**config.mk**
```make
export PLATFORM = sky130hd
export DESIGN_NAME = oc8051_ecc_dec_stream
export DESIGN_NICKNAME = d
export VERILOG_FILES = /design/src/rtl/oc8051_ecc_pkg.sv /design/src/rtl/oc8051_ecc_lane_dec.sv /design/src/rtl/oc8051_ecc_dec_stream.sv
export SDC_FILE = /design/constraint.sdc
export NUM_CORES = 1
export LEC_CHECK = 0
export CAP_MARGIN = 10
export CORE_UTILIZATION = 43
export CTS_CLUSTER_DIAMETER = 200
export DETAILED_ROUTE_END_ITERATION = 8
export HOLD_SLACK_MARGIN = 0.02
export PLACE_DENSITY = 0.64
export SLEW_MARGIN = 20
export SYNTH_ARGS = -nofsm -noshare
export SYNTH_HDL_FRONTEND = slang
export SYNTH_SLANG_ARGS = --single-unit
```
**constraint.sdc**
```tcl
create_clock -name clk_i -period 8 [get_ports clk_i]
set_input_delay 1.2 -clock clk_i [delete_from_list [all_inputs] [get_ports clk_i]]
set_output_delay 1.2 -clock clk_i [all_outputs]
set_load 0.005 [all_outputs]
```
**src/rtl/oc8051_ecc_pkg.sv**
```systemverilog
// Shared SECDED helpers for the 8051 ECC read-path decoder.
// Functions work on maximum-width vectors; callers zero-extend and slice.
package oc8051_ecc_pkg;

  localparam int unsigned MaxK = 64;
  localparam int unsigned MaxM = 7;
  localparam int unsigned MaxN = MaxM + MaxK;

  typedef struct packed {
    logic [MaxK-1:0] q;
    logic [MaxM-1:0] syndrome;
    logic            parity;
    logic            sb_err;
    logic            db_err;
  } lane_res_t;

  // Smallest m with 2^m >= m + k + 1.
  function automatic int unsigned calculate_m(int unsigned k);
    int unsigned m;
    m = 0;
    for (int unsigned i = 1; i < 32; i++) begin
      if (m == 0 && (32'd1 << i) >= i + k + 1) m = i;
    end
    return m;
  endfunction

  // Bit p of the syndrome covers every position whose index has bit p set.
  function automatic logic [MaxM-1:0] calc_syndrome(logic [MaxN:0] cw, int unsigned n);
    logic [MaxM-1:0] syn;
    syn = '0;
    for (int unsigned i = 1; i <= MaxN; i++) begin
      if (i <= n) begin
        for (int unsigned p = 0; p < MaxM; p++) begin
          if (i[p]) syn[p] = syn[p] ^ cw[i];
        end
      end
    end
    return syn;
  endfunction

  function automatic logic [MaxN:0] correct_cw(logic [MaxN:0] cw, logic [MaxM-1:0] syn,
                                               logic sb);
    logic [MaxN:0] flip;
    flip = '0;
    if (sb) flip[syn] = 1'b1;
    return cw ^ flip;
  endfunction

  // Data bits live at the non-power-of-2 positions, packed in ascending order.
  function automatic logic [MaxK-1:0] extract_data(logic [MaxN:0] cw, int unsigned n);
    logic [MaxK-1:0] q;
    int unsigned     k;
    q = '0;
    k = 0;
    for (int unsigned i = 1; i <= MaxN; i++) begin
      if (i <= n && (i & (i - 1)) != 0) begin
        if (k < MaxK) q[k] = cw[i];
        k++;
      end
    end
    return q;
  endfunction

  function automatic lane_res_t decode_lane(logic [MaxN:0] cw, logic [MaxM-1:0] syn,
                                            logic parity, int unsigned n);
    lane_res_t res;
    logic      nz;
    logic      in_range;
    nz           = (syn != '0);
    in_range     = (32'(syn) <= n);
    res.syndrome = syn;
    res.parity   = parity;
    // Odd parity with a syndrome pointing outside the codeword cannot be a single flip.
    res.sb_err   = parity & nz & in_range;
    res.db_err   = nz & (~parity | ~in_range);
    res.q        = extract_data(correct_cw(cw, syn, res.sb_err), n);
    return res;
  endfunction

endpackage

```
**src/rtl/oc8051_ecc_lane_dec.sv**
```systemverilog
// Combinational single-lane SECDED decode. The front half (syndrome/parity)
// feeds stage S1; the back half (correct/extract) works on S1 contents.
module oc8051_ecc_lane_dec
  import oc8051_ecc_pkg::*;
#(
  parameter int unsigned K      = 8,
  parameter int unsigned P0_LSB = 1,
  localparam int unsigned M     = calculate_m(K),
  localparam int unsigned N     = M + K
) (
  input  logic [N:0]   cw,
  output logic [N:0]   cw_rot,
  output logic [M-1:0] syndrome,
  output logic         parity,
  input  logic [N:0]   s1_cw,
  input  logic [M-1:0] s1_syndrome,
  input  logic         s1_parity,
  output logic [K-1:0] q,
  output logic         sb_err,
  output logic         db_err
);

  logic [MaxM-1:0] syn_full;
  lane_res_t       res;
  logic            unused_res;

  // Move the overall parity bit to index 0, then compute syndrome and parity.
  always_comb begin
    if (P0_LSB != 0) cw_rot = cw;
    else             cw_rot = {cw[N-1:0], cw[N]};
    parity   = ^cw;
    syn_full = calc_syndrome((MaxN+1)'(cw_rot), N);
    syndrome = syn_full[M-1:0];
  end

  // Correct and extract from the registered S1 codeword.
  always_comb begin
    res    = decode_lane((MaxN+1)'(s1_cw), MaxM'(s1_syndrome), s1_parity, N);
    q      = res.q[K-1:0];
    sb_err = res.sb_err;
    db_err = res.db_err;
  end

  assign unused_res = ^{res, syn_full};

endmodule

```
**src/rtl/oc8051_ecc_dec_stream.sv**
```systemverilog
// Multi-lane pipelined SECDED decoder with valid/ready streaming, saturating
// error counters and a sticky log of the first uncorrectable error.
module oc8051_ecc_dec_stream
  import oc8051_ecc_pkg::*;
#(
  parameter int unsigned K      = 8,
  parameter int unsigned LANES  = 4,
  parameter int unsigned TAGW   = 16,
  parameter int unsigned CNTW   = 16,
  parameter int unsigned P0_LSB = 1,
  localparam int unsigned M     = calculate_m(K),
  localparam int unsigned N     = M + K,
  localparam int unsigned CW    = N + 1,
  localparam int unsigned LW    = (LANES > 1) ? $clog2(LANES) : 1
) (
  input  logic                clk_i,
  input  logic                rst_i,
  input  logic                in_valid_i,
  output logic                in_ready_o,
  input  logic [TAGW-1:0]     in_tag_i,
  input  logic [LANES*CW-1:0] in_data_i,
  output logic                out_valid_o,
  input  logic                out_ready_i,
  output logic [TAGW-1:0]     out_tag_o,
  output logic [LANES*K-1:0]  out_q_o,
  output logic [LANES-1:0]    out_sb_err_o,
  output logic [LANES-1:0]    out_db_err_o,
  output logic [CNTW-1:0]     sb_cnt_o,
  output logic [CNTW-1:0]     db_cnt_o,
  input  logic                cnt_clr_i,
  output logic                log_valid_o,
  output logic [TAGW-1:0]     log_tag_o,
  output logic [LW-1:0]       log_lane_o,
  output logic [M:0]          log_syndrome_o,
  input  logic                log_clr_i,
  output logic                irq_o
);

  logic s1_load, s2_load, in_fire, out_fire;

  logic [LANES-1:0][N:0]   cw_rot;
  logic [LANES-1:0][M-1:0] syn;
  logic [LANES-1:0]        par;

  logic                    s1_valid;
  logic [TAGW-1:0]         s1_tag;
  logic [LANES-1:0][N:0]   s1_cw;
  logic [LANES-1:0][M-1:0] s1_syn;
  logic [LANES-1:0]        s1_par;
  logic [LANES-1:0][M:0]   s1_log_syn;

  logic [LANES*K-1:0]      dec_q;
  logic [LANES-1:0]        dec_sb, dec_db;

  logic                    s2_valid;
  logic [TAGW-1:0]         s2_tag;
  logic [LANES*K-1:0]      s2_q;
  logic [LANES-1:0]        s2_sb, s2_db;
  logic [LANES-1:0][M:0]   s2_syn;

  logic [CNTW-1:0]         sb_cnt, db_cnt, sb_cnt_nxt, db_cnt_nxt;

  logic                    log_valid, log_capture;
  logic [TAGW-1:0]         log_tag;
  logic [LW-1:0]           log_lane, log_sel;
  logic [M:0]              log_syn;

  for (genvar j = 0; j < LANES; j++) begin : g_lane
    oc8051_ecc_lane_dec #(
      .K      (K),
      .P0_LSB (P0_LSB)
    ) u_lane (
      .cw          (in_data_i[j*CW +: CW]),
      .cw_rot      (cw_rot[j]),
      .syndrome    (syn[j]),
      .parity      (par[j]),
      .s1_cw       (s1_cw[j]),
      .s1_syndrome (s1_syn[j]),
      .s1_parity   (s1_par[j]),
      .q           (dec_q[j*K +: K]),
      .sb_err      (dec_sb[j]),
      .db_err      (dec_db[j])
    );
    assign s1_log_syn[j] = (P0_LSB != 0) ? {s1_syn[j], s1_par[j]} : {s1_par[j], s1_syn[j]};
  end

  assign s2_load    = ~s2_valid | out_ready_i;
  assign s1_load    = ~s1_valid | s2_load;
  assign in_ready_o = s1_load;
  assign in_fire    = in_valid_i & s1_load;
  assign out_fire   = s2_valid & out_ready_i;

  // S1: rotated codewords, syndrome/parity and tag.
  always_ff @(posedge clk_i) begin
    if (rst_i) begin
      s1_valid <= 1'b0;
      s1_tag   <= '0;
      s1_cw    <= '0;
      s1_syn   <= '0;
      s1_par   <= '0;
    end else begin
      if (s1_load) s1_valid <= in_valid_i;
      if (in_fire) begin
        s1_tag <= in_tag_i;
        s1_cw  <= cw_rot;
        s1_syn <= syn;
        s1_par <= par;
      end
    end
  end

  // S2: corrected data, flags, log-format syndromes and tag; held under backpressure.
  always_ff @(posedge clk_i) begin
    if (rst_i) begin
      s2_valid <= 1'b0;
      s2_tag   <= '0;
      s2_q     <= '0;
      s2_sb    <= '0;
      s2_db    <= '0;
      s2_syn   <= '0;
    end else if (s2_load) begin
      s2_valid <= s1_valid;
      if (s1_valid) begin
        s2_tag <= s1_tag;
        s2_q   <= dec_q;
        s2_sb  <= dec_sb;
        s2_db  <= dec_db;
        s2_syn <= s1_log_syn;
      end
    end
  end

  // Saturating counter increments and lowest failing lane for the log.
  always_comb begin
    sb_cnt_nxt = sb_cnt;
    db_cnt_nxt = db_cnt;
    log_sel    = '0;
    for (int j = 0; j < LANES; j++) begin
      if (s2_sb[j] && sb_cnt_nxt != '1) sb_cnt_nxt = sb_cnt_nxt + CNTW'(1);
      if (s2_db[j] && db_cnt_nxt != '1) db_cnt_nxt = db_cnt_nxt + CNTW'(1);
    end
    for (int j = LANES - 1; j >= 0; j--) begin
      if (s2_db[j]) log_sel = LW'(j);
    end
    log_capture = out_fire & (|s2_db) & (~log_valid | log_clr_i);
  end

  // Counters; a clear discards the errors of a beat leaving in the same cycle.
  always_ff @(posedge clk_i) begin
    if (rst_i || cnt_clr_i) begin
      sb_cnt <= '0;
      db_cnt <= '0;
    end else if (out_fire) begin
      sb_cnt <= sb_cnt_nxt;
      db_cnt <= db_cnt_nxt;
    end
  end

  // Sticky log; capture takes priority over clear, fields hold after clear.
  always_ff @(posedge clk_i) begin
    if (rst_i) begin
      log_valid <= 1'b0;
      log_tag   <= '0;
      log_lane  <= '0;
      log_syn   <= '0;
    end else if (log_capture) begin
      log_valid <= 1'b1;
      log_tag   <= s2_tag;
      log_lane  <= log_sel;
      log_syn   <= s2_syn[log_sel];
    end else if (log_clr_i) begin
      log_valid <= 1'b0;
    end
  end

  assign out_valid_o    = s2_valid;
  assign out_tag_o      = s2_tag;
  assign out_q_o        = s2_q;
  assign out_sb_err_o   = s2_sb;
  assign out_db_err_o   = s2_db;
  assign sb_cnt_o       = sb_cnt;
  assign db_cnt_o       = db_cnt;
  assign log_valid_o    = log_valid;
  assign log_tag_o      = log_tag;
  assign log_lane_o     = log_lane;
  assign log_syndrome_o = log_syn;
  assign irq_o          = log_valid;

endmodule

```
### Word level (Yosys, flattened, before mapping)

Index checks and enable logic that the tools add are counted.

* multiplexer cells: 28
* bitwise operators: 110
* eq/ne operators: 8
* reductions and logical operators: 24
* add/sub/neg operators: 8
* $lt $le $gt $ge: 13
* div/mod/pow operators: 0
* shift operators: 0
* multiply operators: 0

Operators with widths (number)
* $add A16 B1 Y16 const B: 8
* $mux W16: 8
* $ne A16 B16 Y1 const B: 8
* $xor A1 B1 Y1: 72
* $mux W13: 4
* $reduce_xor A13 Y1: 4
* $xor A13 B13 Y13: 4
* $lt A4 B8 Y1 const B: 4
* $and A1 B1 Y1: 16
* $demux W1 S4: 4
* $ge A4 B1 Y1 const B: 4
* $le A4 B4 Y1 const B: 4
* $reduce_bool A4 Y1: 4
* $logic_and A1 B1 Y1: 12
* $not A1 Y1: 11
* $bmux W5 S2: 1
* $mux W2: 4
* $or A1 B1 Y1: 7
* $mux W1: 6
* $mux W5: 1
* $reduce_or A4 Y1: 1
* $lt A2 B3 Y1 const B: 1
* $reduce_and A2 Y1: 1
* $reduce_bool A2 Y1: 1
* $logic_or A1 B1 Y1: 1

* bits of input ports: 74
* RAM bits: 0
* output and inout port bits: 115
* memories: 0
* memory bits (read-only): 0
* register bits: 222
* latch bits: 0

### Logic depth before layout (Yosys ltp)

* depth after elaboration: 12
* depth in mapped cells: 29
* depth with buffers taken out: 24

### Cells and area by module

From an unflattened synthesis, not the netlist that was laid out.

* cell total of the unflattened synthesis: 1878
* area, all modules: 14039.7 sq um

By module, submodules not included
* oc8051_ecc_dec_stream: seq. area each 4444.3 sq um, area an instance 12152.9 sq um, cells an instance 1642, instances 1
* oc8051_ecc_lane_dec: seq. area each 0.0 sq um, area an instance 471.7 sq um, cells an instance 59, instances 4

### Worst setup path before layout

Ideal clock, no wire load.

* path kind: reg-to-reg
* start: register sb_cnt[0], in the netlist sb_cnt_o[0]
* end: register sb_cnt[15], in the netlist sb_cnt_o[15]
* arrival: 5766 ps
* required time: 7930 ps
* setup time: 70 ps
* stages on the path, launching flop included: 27
* buffers on the path: 4
* period minus slack after synthesis: 5836 ps
* path slack: 2164 ps
* cell sequence: dfxtp_1 -> ha_1 -> buf_2 -> nand4_1 -> or4_4 -> buf_4 -> nand2_1 -> mux2_2 -> ha_1 -> inv_1 -> a31o_2 -> nor2b_1 -> nand4_1 -> buf_2 -> o21ai_2 -> xnor2_1 -> ha_1 -> clkbuf_2 -> nand2_1 -> o2bb2ai_1 -> o221ai_1 -> or3_1 -> nor4_1 -> nor2_1 -> or4_1 -> or4_1 -> a21oi_1

* cells in the longest elaborated chain, start to end: 12
* elaborated cells on any way between the ends: 16

Ends and longest elaborated chain
* from (decl): RTL line oc8051_ecc_dec_stream.sv:61 `logic [CNTW-1:0] sb_cnt, db_cnt, sb_cnt_nxt, db_cnt_nxt;`
* from (signal assigned): RTL line oc8051_ecc_dec_stream.sv:154 `sb_cnt <= sb_cnt_nxt;`
* parallel branches: the longest is 2 deep, another holds $add A16 B1 Y16
* $mux W16 (*): RTL line oc8051_ecc_dec_stream.sv:139 `if (s2_sb[j] && sb_cnt_nxt != '1) sb_cnt_nxt = sb_cnt_nxt + CNTW'(1);`
* parallel branches: the longest is 2 deep, another holds $add A16 B1 Y16
* $mux W16 (*): RTL line oc8051_ecc_dec_stream.sv:139
* parallel branches: the longest is 2 deep, another holds $add A16 B1 Y16
* $mux W16 (*): RTL line oc8051_ecc_dec_stream.sv:139
* parallel branches: the longest is 2 deep, another holds $add A16 B1 Y16
* $mux W16 (*): RTL line oc8051_ecc_dec_stream.sv:139

Every way passes the cells marked *.
A chain may end at the register's enable or synchronous reset.

### Worst setup path in the final report

* start: register sb_cnt[0], in the netlist sb_cnt_o[0]
* end: register sb_cnt[7], in the netlist sb_cnt_o[7]

The elaborated chain is that of the path after synthesis.

==> impl_metrics.ini <==
[logic_synthesis]
yosys.area_share.simple = 0.277
synth_area_leader_cell = dfxtp_1
netlist_area_sq_um = 13400
synth_cell_types = 105
yosys.area.top_type_share = 0.302
yosysSeqAreaShare = 0.302
synthesis.nets = 1852
synth_edf_count = 0
async_reset_ff_frac = 0
synthMuxAreaShare = 0.0290
synth_warnings = 0
synth.area.top_cells = dfxtp_1, nand2_1, xnor2_1, a21oi_1, nor2_1
synth_compound_area_frac = 0.233
postSynthCellCount = 1772
synth_top_family_by_area = simple AND/OR/NAND/NOR gates
synth_ff_type = dfxtp_1
synth_area_per_cell_sq_um = 7.56
synth_xor_area_frac = 0.110
synth_seq_cells = 202
synthAdderAreaFrac = 0.00561

[routing]
routedWlPerCell_um = 17.4
finalWirelength_um = 39900
vias = 13300
vias_per_cell = 5.79
ant_nets = 0
drtIter0Drc = 898
drc = 0
drtPass1Iterations = 5

[place]
placed_cells = 2253
place_area_sq_um = 15400
io_buffers = 188
gp_congestion = 0.912
post-dp-hpwl_um = 28700

[clocking]
clock-root-buffer = clkbuf_16
clk_pin_slew_ns = 0.06
post-cts-setup-buffers = 0
hold_buffers = 0
cts.sinks = 202
clk_path_buf_depth = 3
worst_skew_pair.late_latency_ns = 0.53
cts_made_buffers = 24
htree_levels = 1
cts_resized = 0
cts_tree = done

[finish]
fillers = 2998
final_area_sq_um = 16200
utilization = 0.531
n_antenna_cell = 0
syn_to_final_growth_pct = 21.3
final_cells = 2296
nets = 1963
layout-drive-gt1-share = 0.0684

[sta]
setup-violations-final = 0
finalMaxSlewViolations = 0
fmax_ghz = 0.140
fin_skew_ns = 0.0189
period_needed_ns = 7.12
slew_headroom = 0.301
setup_tns_ns = 0
final-hold-violation-count = 0
fin_crit_sh = 0.890
max_slew.worst_pin.slew_ns = 1.05
rsz0062_at_grt = no

[global_route]
grt_use_total = 0.249
grt_pass1_wl_um = 64700
grt_start_max_net_pins = 108
antenna_found_initial = 1
gr-total-overflow = 0
first_global_vias = 12500

[floorplanning]
core_region_area_sq_um = 30600
initial_core_util = 0.438
rows = 64
fp.dieW_um = 178
io_pins = 189
die_y_um = 178
dieArea_sq_um = 31900

[setup_path]
path_common_cell = ha_1
crit_path_max_incr_delay_ns = 0.78
cp-end-kind = flop
cpMaxStageDelayCell = nor4_2
path_cells = ha_1, nand4_1, or4_4, nand2_1, mux2_2, ha_1, inv_1, a31o_2, nor2b_1, nand4_1, buf_4, o21ai_2, xnor2_1, ha_1, nand2_1, o2bb2ai_1, or2_2, nand3_1, o41ai_2, nand4b_1, nor4_2, nor3b_1, or3_1, a21oi_1
startpoint_type = flop
arrival_ns = 7.58
critPathKind = flop to flop
r2r_slack_ns = 0.88
critPathMaxFanout = 13
required_ns = 8.45

[power]
power_per_cell_area_nw_per_um2 = 163
vdd_drop_max_mv = 0.171
leakage_nw = 5.26

[hold_path]
worstHoldPathType = flop to flop

[job]
max-cap-violations = 0

[outcome]
status = finished, final reports clean
-- synth_stat cells, types with 7 or more instances --
master and number:
a211oi_1 51, a21o_1 7, a21oi_1 183, a31o_2 7
a31oi_1 21, and2_1 15, and3_1 17, and4_1 16
buf_2 21, clkbuf_1 81, dfxtp_1 202, inv_1 25
mux2_2 14, mux2i_1 23, nand2_1 325, nand2b_1 20
nand3_1 50, nand3b_1 10, nand4_1 33, nor2_1 141
nor2b_1 8, nor3_1 34, nor3b_1 9, nor4_1 10
o211ai_1 25, o21a_1 9, o21ai_0 47, o21ai_1 7
o31ai_1 8, or2_2 7, or3_1 17, or4_1 10
xnor2_1 129, xor2_1 39
-- worst max-delay path: cells and delay by family, from the launching register on --
kind                     cells  cell delay, ns
AND/OR/NAND/NOR             12            3.17
AO/OA/AOI/OAI                5            1.01
XOR/XNOR                     1            0.41
buffers and inverters        2            0.34
multiplexers                 1            0.37
flip-flops                   1            0.61
adder cells (fa/ha/maj)      3            1.10
-- worst paths after layout --
kind / to / start / cells after the start
hold / removal: out_tag_o[12] / s1_tag[12] / 2
setup reg to reg: sb_cnt_o[7] / sb_cnt_o[0] / 24
setup / recovery: sb_cnt_o[7] / sb_cnt_o[0] / 24
hold reg to reg: out_tag_o[12] / s1_tag[12] / 2
-- state kept, by name, summed over array words and instances, names as in the netlist --
register,count
log_syndrome_o,5
out_db_err_o,4
irq_o,1
s1_par,4
s1_log_syn,16
s1_valid,1
s1_cw,32
log_tag_o,16
out_tag_o,16
out_q_o,32
db_cnt_o,16
out_sb_err_o,4
out_valid_o,1
s1_tag,16
sb_cnt_o,16
log_lane_o,2
s2_syn,20
-- per-layer routing --
layer	wire length, um	vias up	global-route usage
met5	17	-	0
met4	895	2	0.0643
met3	2470	67	0.0403
met2	19200	426	0.427
met1	17300	6242	0.321
li1	-	6559	-
-- layout make-up --
type	instances	area (sq um)	area share
Sequential cell	202	4040	0.249
Clock buffer	35	712	0.0438
Tap cell	396	495	0.0305
Clock inverter	8	133	0.00816
Inverter	25	93.8	0.00578
Multi-Input combinational cell	1430	8790	0.541
Timing Repair Buffer	200	1970	0.121
-- per-stage QoR --
stage | setup slack, ns | power [mW] | hold WS (ns)
after floorplan | 2.16 | 1.39 | 0.432
after global placement | 1.26 | 1.52 | 0.436
after detailed placement | 1.09 | 1.53 | 0.442
after CTS | 1.02 | 2.68 | 0.447
after global routing | 0.271 | 2.77 | 0.472
final | 0.878 | 2.65 | 0.447
-- cells in the final DEF (no fill, tap or decap), types with 8 or more instances in the layout --
cell type | netlist | routed
xor2_1 | 39 | 39
nand4_1 | 33 | 33
o21a_1 | 9 | 9
xnor2_1 | 129 | 129
nand2_1 | 325 | 324
clkdlybuf4s50_1 | 0 | 187
mux2_2 | 14 | 14
o211ai_1 | 25 | 25
dfxtp_1 | 202 | 202
o31ai_1 | 8 | 8
and4_1 | 16 | 16
a31oi_1 | 21 | 21
nor3_1 | 34 | 34
inv_1 | 25 | 25
nor4_1 | 10 | 10
and3_1 | 17 | 17
nor2_1 | 141 | 141
o21ai_0 | 47 | 46
or3_1 | 17 | 17
nand3b_1 | 10 | 10
o21ai_1 | 7 | 8
a21oi_1 | 183 | 182
a211oi_1 | 51 | 51
clkbuf_16 | 0 | 24
buf_4 | 6 | 12
nand3_1 | 50 | 50
or4_1 | 10 | 10
nor3b_1 | 9 | 9
mux2i_1 | 23 | 23
and2_1 | 15 | 15
nand2b_1 | 20 | 18
-- cells by family after synthesis --
group / count (synthesis)
and+or+nand+nor: 760
AOI/OAI and AO/OA: 459
adders and majority gates: 6
xor gates and xnor gates: 168
DFF: 202
buffers and inverters: 140
muxes: 37
-- where the power goes --
| part | switching (mW) | internal [mW] | leakage (nW) |
|---|---|---|---|
| clock | 0.452 | 0.689 | 0.408 |
| combinational | 0.202 | 0.187 | 3.20 |
| sequential | 0.0610 | 1.06 | 1.65 |
| total | 0.715 | 1.93 | 5.26 |
Note: power is estimated with default switching activity, not from simulation.
